### src/rtl/lsu_pkg.sv
// Shared types, funct3 codes and byte-lane helpers for the load/store unit.
package lsu_pkg;

  typedef enum logic [1:0] {
    S_IDLE     = 2'd0,
    S_REQ      = 2'd1,
    S_WAIT_RSP = 2'd2,
    S_DONE     = 2'd3
  } lsu_state_t;

  localparam logic [2:0] F3_B  = 3'b000;
  localparam logic [2:0] F3_H  = 3'b001;
  localparam logic [2:0] F3_W  = 3'b010;
  localparam logic [2:0] F3_BU = 3'b100;
  localparam logic [2:0] F3_HU = 3'b101;

  localparam logic [3:0] WSTRB_B = 4'b0001;
  localparam logic [3:0] WSTRB_H = 4'b0011;
  localparam logic [3:0] WSTRB_W = 4'b1111;

  function automatic logic f3_legal(input logic is_store, input logic [2:0] f3);
    logic ok;
    ok = (f3 == F3_B) || (f3 == F3_H) || (f3 == F3_W);
    if (!is_store) ok = ok || (f3 == F3_BU) || (f3 == F3_HU);
    return ok;
  endfunction

  function automatic logic f3_misaligned(input logic [2:0] f3, input logic [1:0] off);
    logic mis;
    mis = 1'b0;
    if (f3 == F3_H || f3 == F3_HU) mis = off[0];
    else if (f3 == F3_W)           mis = (off != 2'b00);
    return mis;
  endfunction

  function automatic logic [3:0] store_strb(input logic [2:0] f3, input logic [1:0] off);
    logic [3:0] strb;
    case (f3)
      F3_B:    strb = WSTRB_B << off;
      F3_H:    strb = WSTRB_H << off;
      default: strb = WSTRB_W;
    endcase
    return strb;
  endfunction

  // Replicate the store operand across every lane so the strobes pick the byte.
  function automatic logic [31:0] store_lanes(input logic [2:0] f3, input logic [31:0] wdata);
    logic [31:0] lanes;
    case (f3)
      F3_B:    lanes = {4{wdata[7:0]}};
      F3_H:    lanes = {2{wdata[15:0]}};
      default: lanes = wdata;
    endcase
    return lanes;
  endfunction

endpackage

### src/rtl/load_extend.sv
// Selects the addressed byte/halfword of a read word and sign- or zero-extends it.
module load_extend
  import lsu_pkg::*;
(
  input  logic [31:0] rdata,
  input  logic [1:0]  off,
  input  logic [2:0]  funct3,
  output logic [31:0] mem_out
);

  logic [7:0]  byte_sel;
  logic [15:0] half_sel;

  always_comb begin
    byte_sel = 8'h00;
    half_sel = off[1] ? rdata[31:16] : rdata[15:0];
    case (off)
      2'd0: byte_sel = rdata[7:0];
      2'd1: byte_sel = rdata[15:8];
      2'd2: byte_sel = rdata[23:16];
      2'd3: byte_sel = rdata[31:24];
      default: byte_sel = 8'h00;
    endcase
    mem_out = rdata;
    case (funct3)
      F3_B:    mem_out = {{24{byte_sel[7]}}, byte_sel};
      F3_BU:   mem_out = {24'h0, byte_sel};
      F3_H:    mem_out = {{16{half_sel[15]}}, half_sel};
      F3_HU:   mem_out = {16'h0, half_sel};
      default: mem_out = rdata;
    endcase
  end

endmodule

### src/rtl/load_store_unit.sv
// Memory-stage engine: one valid/ready data-memory transaction per load/store,
// with alignment/legality checks, response timeout and load extension.
module load_store_unit
  import lsu_pkg::*;
#(
  parameter int TIMEOUT_CYCLES = 255
) (
  input  logic        clk,
  input  logic        rst_n,
  input  logic        req_valid,
  input  logic        req_is_store,
  input  logic [2:0]  req_funct3,
  input  logic [31:0] req_addr,
  input  logic [31:0] req_wdata,
  output logic        stall,
  output logic        done,
  output logic [31:0] mem_out,
  output logic        misalign_err,
  output logic        access_err,
  output logic        bus_err,
  output logic        dmem_req_valid,
  input  logic        dmem_req_ready,
  output logic        dmem_we,
  output logic [31:0] dmem_addr,
  output logic [31:0] dmem_wdata,
  output logic [3:0]  dmem_wstrb,
  input  logic        dmem_rsp_valid,
  input  logic [31:0] dmem_rdata
);

  localparam logic [7:0] TIMEOUT_VAL = 8'(TIMEOUT_CYCLES);

  lsu_state_t  state, state_next;
  logic        op_store;
  logic [2:0]  op_f3;
  logic [1:0]  op_off;
  logic [7:0]  cnt;
  logic [7:0]  cnt_inc;
  logic        req_legal;
  logic        req_mis;
  logic [31:0] ext_data;

  load_extend u_load_extend (
    .rdata   (dmem_rdata),
    .off     (op_off),
    .funct3  (op_f3),
    .mem_out (ext_data)
  );

  assign cnt_inc = cnt + 8'd1;

  always_comb begin
    req_legal  = f3_legal(req_is_store, req_funct3);
    req_mis    = f3_misaligned(req_funct3, req_addr[1:0]);
    state_next = state;
    stall      = 1'b0;
    case (state)
      S_IDLE: begin
        if (req_valid && req_legal && !req_mis) begin
          state_next = S_REQ;
          stall      = 1'b1;
        end
      end
      S_REQ: begin
        stall = 1'b1;
        if (dmem_req_ready) state_next = S_WAIT_RSP;
      end
      S_WAIT_RSP: begin
        stall = 1'b1;
        if (dmem_rsp_valid || cnt_inc == TIMEOUT_VAL) state_next = S_DONE;
      end
      S_DONE:  state_next = S_IDLE;
      default: state_next = S_IDLE;
    endcase
  end

  always_ff @(posedge clk) begin
    if (!rst_n) begin
      state          <= S_IDLE;
      done           <= 1'b0;
      mem_out        <= 32'h0;
      misalign_err   <= 1'b0;
      access_err     <= 1'b0;
      bus_err        <= 1'b0;
      dmem_req_valid <= 1'b0;
      dmem_we        <= 1'b0;
      dmem_addr      <= 32'h0;
      dmem_wdata     <= 32'h0;
      dmem_wstrb     <= 4'h0;
      cnt            <= 8'h0;
      op_store       <= 1'b0;
      op_f3          <= 3'b000;
      op_off         <= 2'b00;
    end else begin
      state        <= state_next;
      done         <= 1'b0;
      misalign_err <= 1'b0;
      access_err   <= 1'b0;
      bus_err      <= 1'b0;
      case (state)
        S_IDLE: begin
          if (req_valid) begin
            if (!req_legal) begin
              access_err <= 1'b1;
            end else if (req_mis) begin
              misalign_err <= 1'b1;
            end else begin
              op_store       <= req_is_store;
              op_f3          <= req_funct3;
              op_off         <= req_addr[1:0];
              dmem_req_valid <= 1'b1;
              dmem_we        <= req_is_store;
              dmem_addr      <= {req_addr[31:2], 2'b00};
              dmem_wstrb     <= req_is_store ? store_strb(req_funct3, req_addr[1:0]) : 4'h0;
              dmem_wdata     <= req_is_store ? store_lanes(req_funct3, req_wdata) : 32'h0;
            end
          end
        end
        S_REQ: begin
          if (dmem_req_ready) begin
            dmem_req_valid <= 1'b0;
            cnt            <= 8'h0;
          end
        end
        S_WAIT_RSP: begin
          cnt <= cnt_inc;
          // A response in the final counted cycle still wins over the timeout.
          if (dmem_rsp_valid) begin
            done    <= 1'b1;
            mem_out <= op_store ? 32'h0 : ext_data;
          end else if (cnt_inc == TIMEOUT_VAL) begin
            done    <= 1'b1;
            bus_err <= 1'b1;
            mem_out <= 32'h0;
          end
        end
        default: ;
      endcase
    end
  end

endmodule
### config.mk
export PLATFORM = sky130hd
export DESIGN_NAME = load_store_unit
export DESIGN_NICKNAME = d
export VERILOG_FILES = /design/src/rtl/lsu_pkg.sv /design/src/rtl/load_extend.sv /design/src/rtl/load_store_unit.sv
export SDC_FILE = /design/constraint.sdc
export NUM_CORES = 1
export LEC_CHECK = 0
export CAP_MARGIN = 15
export CORE_ASPECT_RATIO = 1.75
export CORE_MARGIN = 2
export CORE_UTILIZATION = 43
export DETAILED_ROUTE_END_ITERATION = 6
export PLACE_DENSITY = 0.77
export SLEW_MARGIN = 40
export SYNTH_ARGS = -nofsm -noshare
export SYNTH_HDL_FRONTEND = slang
export SYNTH_SLANG_ARGS = --single-unit
export TNS_END_PERCENT = 1
### constraint.sdc
create_clock -name clk -period 5.7 [get_ports clk]
set_clock_uncertainty 0.15 [all_clocks]
set_input_delay 0.57 -clock clk [delete_from_list [all_inputs] [get_ports clk]]
set_output_delay 0.57 -clock clk [all_outputs]
set_load 0.01 [all_outputs]
==> results <==
- The clock reaches the later pin of the worst-skew pair after 0.40 ns.
- The worst hold path terminates at dmem_wdata[4].
- Measured along the x axis, the die boundary spans around 92 um.
- TritonCTS created 17 clock buffers.
- Post-CTS timing repair inserted 0 buffers for setup.
- The worst reg-to-reg path cell count is 7.
- The maximum frequency from static timing analysis is between 200 and 300 MHz.
- In this run the register-to-register setup slack is approximately 3.2 ns.
- Setup violations remaining at the end of the flow were counted as 0.
- The worst-case setup slack after placement is around 1.8 ns.
- Port buffering added between 200 and 250 buffers.
- The weighted congestion reported at the end of routability-driven placement is between 0.8 and 0.9.
- The post-synthesis mux area share is ~12%.
- ~210 I/O pins were placed.
- The aggregate global routing overflow is 0.
- The CTS tree is yes.
- The power per unit of standard cell area is around 300 nW/um^2.
- The die covers 14700 sq um.
- Across the run, the number of max-cap violations was 0.
- The worst hold path begins at dmem_wdata[4].
- The adder and majority gate portion of the synthesized area is ~1.3%.
- Once routing completed, OpenROAD measured the worst setup slack at about 1.8 ns.
- The shortest clock period the worst path allows after layout is 3.86 ns.
- The total negative slack is 0 ns.
- CTS placed an instance of sky130_fd_sc_hd__clkbuf_16 at the clock tree root.
- The layer flagged by global routing as most heavily used is met2.
- The class of the worst hold path is reg -> reg.
- The number of nets with antenna violations after routing is 0.
- In this run the worst setup path begins at req_funct3[0].
- The worst hold path passes through 2 cells.
- The number of register bits inferred by synthesis is approximately 120.
- The synthesized area is ~5900 sq um.
- The category of the worst setup path capture point is a primary output.
- The post-synthesis average cell area is 8.41 sq um.
- The post-synthesis sequential area ratio is between 40% and 50%.
- The buffer levels on the longest clock path is 2.
- The commonest cells after synthesis are 174 x sky130_fd_sc_hd__nand2_1, 119 x sky130_fd_sc_hd__dfxtp_1, 70 x sky130_fd_sc_hd__a21boi_1, 47 x sky130_fd_sc_hd__mux2i_1, 36 x sky130_fd_sc_hd__o21ai_0.
- The flow ran to the end, and the final reports show no timing, DRC or antenna violations.
- The total number of H-tree levels is 4.
- In the routed design, unresolved DRC markers number 0.
- In the routed layout, each cell is associated on average with a via count of roughly 5.3.
- By area, the combinational part of the netlist is dominated by compound AO/OA/AOI/OAI gates.
- The count of unique library cells instantiated by Yosys is 56.
- The maximum number of pins on one net before global-route repair is 118.
- The initial detailed-routing violation count is 197.
- Measured against its own limit, the worst slew margin works out to a little under half.
- The count of inserted antenna diode cells is 0.
- Global routing used between 20% and 30% of the available tracks.
- Setup repair after global routing left no endpoint under its margin.
- The detailed-routing iteration count for the pre-antenna-repair pass is 5.
- Of the cells placed in the final design, the portion with a size suffix greater than 1 is 7.89%.
- The critical path class is in -> out.
- In the final routed layout, each cell accounts on average for around 16 um.
- The worst setup path is launched from an input port.
- The final layout net count is 987.
- The area growth from synthesis to layout is 44.8%.
- Summing the areas of all xor and xnor instances in the mapped netlist gives 0.298% of the synthesized area.
- The half-perimeter wire length after detailed placement is around 12000 um.
- The post-cts hold buffer count is 0.
- After synthesis, the share of flip-flops with an asynchronous set or reset is 0%.
- In the synthesized netlist the dominant register cell turns out to be sky130_fd_sc_hd__dfxtp_1.
- In this run the worst path has a maximum fanout of 15.
- The Yosys step of the flow raised 0 warnings.
- The total area inside the core boundary comes to about 13000 sq um.
- Of the available clock period, the critical path in the final layout requires between 60% and 70%.
- The compound-gate portion of the synthesized area is 20.3%.
- Hold is met by roughly 0.3 ns.
- The simple-gate share of the synthesized area is between 15 and 20%.
- The endpoint identified for the worst register-to-register timing path is mem_out[8].
- The number of global-route vias before repair is between 5000 and 6000.
- The biggest area consumer among synthesized cells is sky130_fd_sc_hd__dfxtp_1.
- VDD sags by at most 0.212 mV.
- The die is ~160 um tall.
- The post-CTS clock slew at the launch and capture registers of the worst setup and hold paths is 0.05 ns.
- The final hold violation count is 0.
- The floorplan row count is 56.
- The initial antenna violation count is 0.
- The leakage power is 3.18 nW.
- Once the floorplan was initialized, standard cells occupied roughly 44% of the core.
- The final max-slew violation count is 0.
- For this run, global-route usage on met1 was measured as 25.8%.
- At the pin with the least slew margin, the transition time is 0.802 ns.
- The startpoint of the worst-slack reg-to-reg timing path is cnt[0].
- The most frequent cell after synthesis is sky130_fd_sc_hd__nand2_1.
- Global routing consumed, on the met2 layer, between 40% and 50% of the routing resources.
- The cell count after synthesis came out at between 600 and 700.
- The worst endpoint required time is around 5 ns.
- In this run, synthesis inferred 0 flip-flops with an integrated enable.
- Of the post-synthesis cell area, the dominant cell type holds 40.5%.
- The detailed-route via count is about 5600.
- The post-cts resize count is 0.
- The CTS sink count is ~120.
- The arrival time of the worst setup path is approximately 3.1 ns.
- The met3 track demand over resource in global routing is under 10%.
- The first-pass GRT wire length is about 27000 um.
- For this block, the routed nets add up to 17100 um of wire.
- After synthesis, the cell types taking the most area are sky130_fd_sc_hd__dfxtp_1 41%, sky130_fd_sc_hd__nand2_1 11%, sky130_fd_sc_hd__a21boi_1 8.9%.
==> critical path, stage by stage <==
cell	delay (ns)
sky130_fd_sc_hd__clkdlybuf4s50_1	0.82
sky130_fd_sc_hd__nor2_2	0.37
sky130_fd_sc_hd__o21ai_0	0.13
sky130_fd_sc_hd__a311o_1	0.43
sky130_fd_sc_hd__nor2_4	0.12
sky130_fd_sc_hd__nor2_1	0.04
sky130_fd_sc_hd__nor2_1	0.08
sky130_fd_sc_hd__clkdlybuf4s50_1	0.58
==> flip-flops by register name (all words and copies together) (netlist names), 2 cells and up <==
signal	flops
mem_out	32
cnt	8
dmem_wdata	32
op_off	2
state	2
dmem_addr	30
dmem_wstrb	4
op_f3	3
==> layout by cell type (no fill, tap or decap), drive strengths merged, types with 2 or more instances in the layout <==
| cell type | count |
|---|---|
| a221o | 7 |
| nand2b | 4 |
| o2111ai | 8 |
| clkdlybuf4s50 | 208 |
| a21boi | 73 |
| conb | 2 |
| nand4 | 2 |
| a21oi | 11 |
| nor3 | 4 |
| mux2 | 19 |
| nand3 | 31 |
| o211ai | 2 |
| ha | 6 |
| dfxtp | 119 |
| clkinvlp | 2 |
| nor2 | 17 |
| inv | 16 |
| clkinv | 6 |
| mux2i | 47 |
| nand2 | 174 |
| o21a | 2 |
| o31ai | 2 |
| a31o | 3 |
| nor2b | 10 |
| nor3b | 9 |
| a22oi | 6 |
| o22ai | 2 |
| clkbuf | 21 |
| and2 | 3 |
| xor2 | 2 |
| o221a | 2 |
| buf | 7 |
| a31oi | 2 |
| nor4 | 2 |
| o221ai | 6 |
| o21ai | 38 |
==> power breakdown <==
| group | switching, mW | total, mW | internal (mW) |
|---|---|---|---|
| Sequential | 0.0516 | 0.951 | 0.899 |
| Combinational | 0.322 | 0.625 | 0.303 |
| Clock | 0.366 | 0.979 | 0.613 |
| Total | 0.740 | 2.56 | 1.82 |
==> cells by family after synthesis <==
kind of cell    Yosys count
xor+xnor                  2
simple gates            262
mux                      67
other cells               1
flops                   119
compound gates          168
buf+inv                  74
fa+ha+maj                 6
==> layer usage <==
metal | up-vias | share of wire (%)
li1 | 2772 | -
met1 | 2593 | 39
met2 | 187 | 53
met3 | 27 | 6.1
met4 | 0 | 2.3
met5 | - | 0
==> worst max path at each step <==
stage / endpoint / slack (ns) / depth (start not counted)
after floorplan: stall / 3.02 / 8
after global placement: dmem_wdata[24] / 1.93 / 8
after detailed placement: dmem_wdata[14] / 1.81 / 8
after CTS: stall / 1.83 / 8
after global routing: stall / 1.68 / 8
final: stall / 1.84 / 8
==> per-stage QoR <==
stage | cell area (sq um) | total power [mW] | instances | util [%]
after global placement | 7960 | 1.59 | 1031 | 59.5
after global routing | 8510 | 2.68 | 1061 | 63.6
after CTS | 8510 | 2.58 | 1061 | 63.6
final | 8510 | 2.56 | 1061 | 63.6
after floorplan | 5880 | 1.32 | 700 | -
after detailed placement | 7970 | 1.59 | 1031 | 59.5
==> cell type report <==
| class | count | area (sq um) |
|---|---|---|
| fill | 1180 | 4870 |
| multi-input combinational | 507 | 3170 |
| sequential | 119 | 2380 |
| timing repair buffer | 215 | 2140 |
| clock buffer | 21 | 460 |
| tap | 174 | 218 |
| clock inverter | 9 | 78.8 |
| inverter | 16 | 60.1 |
Note: power is estimated with default switching activity, not from simulation.
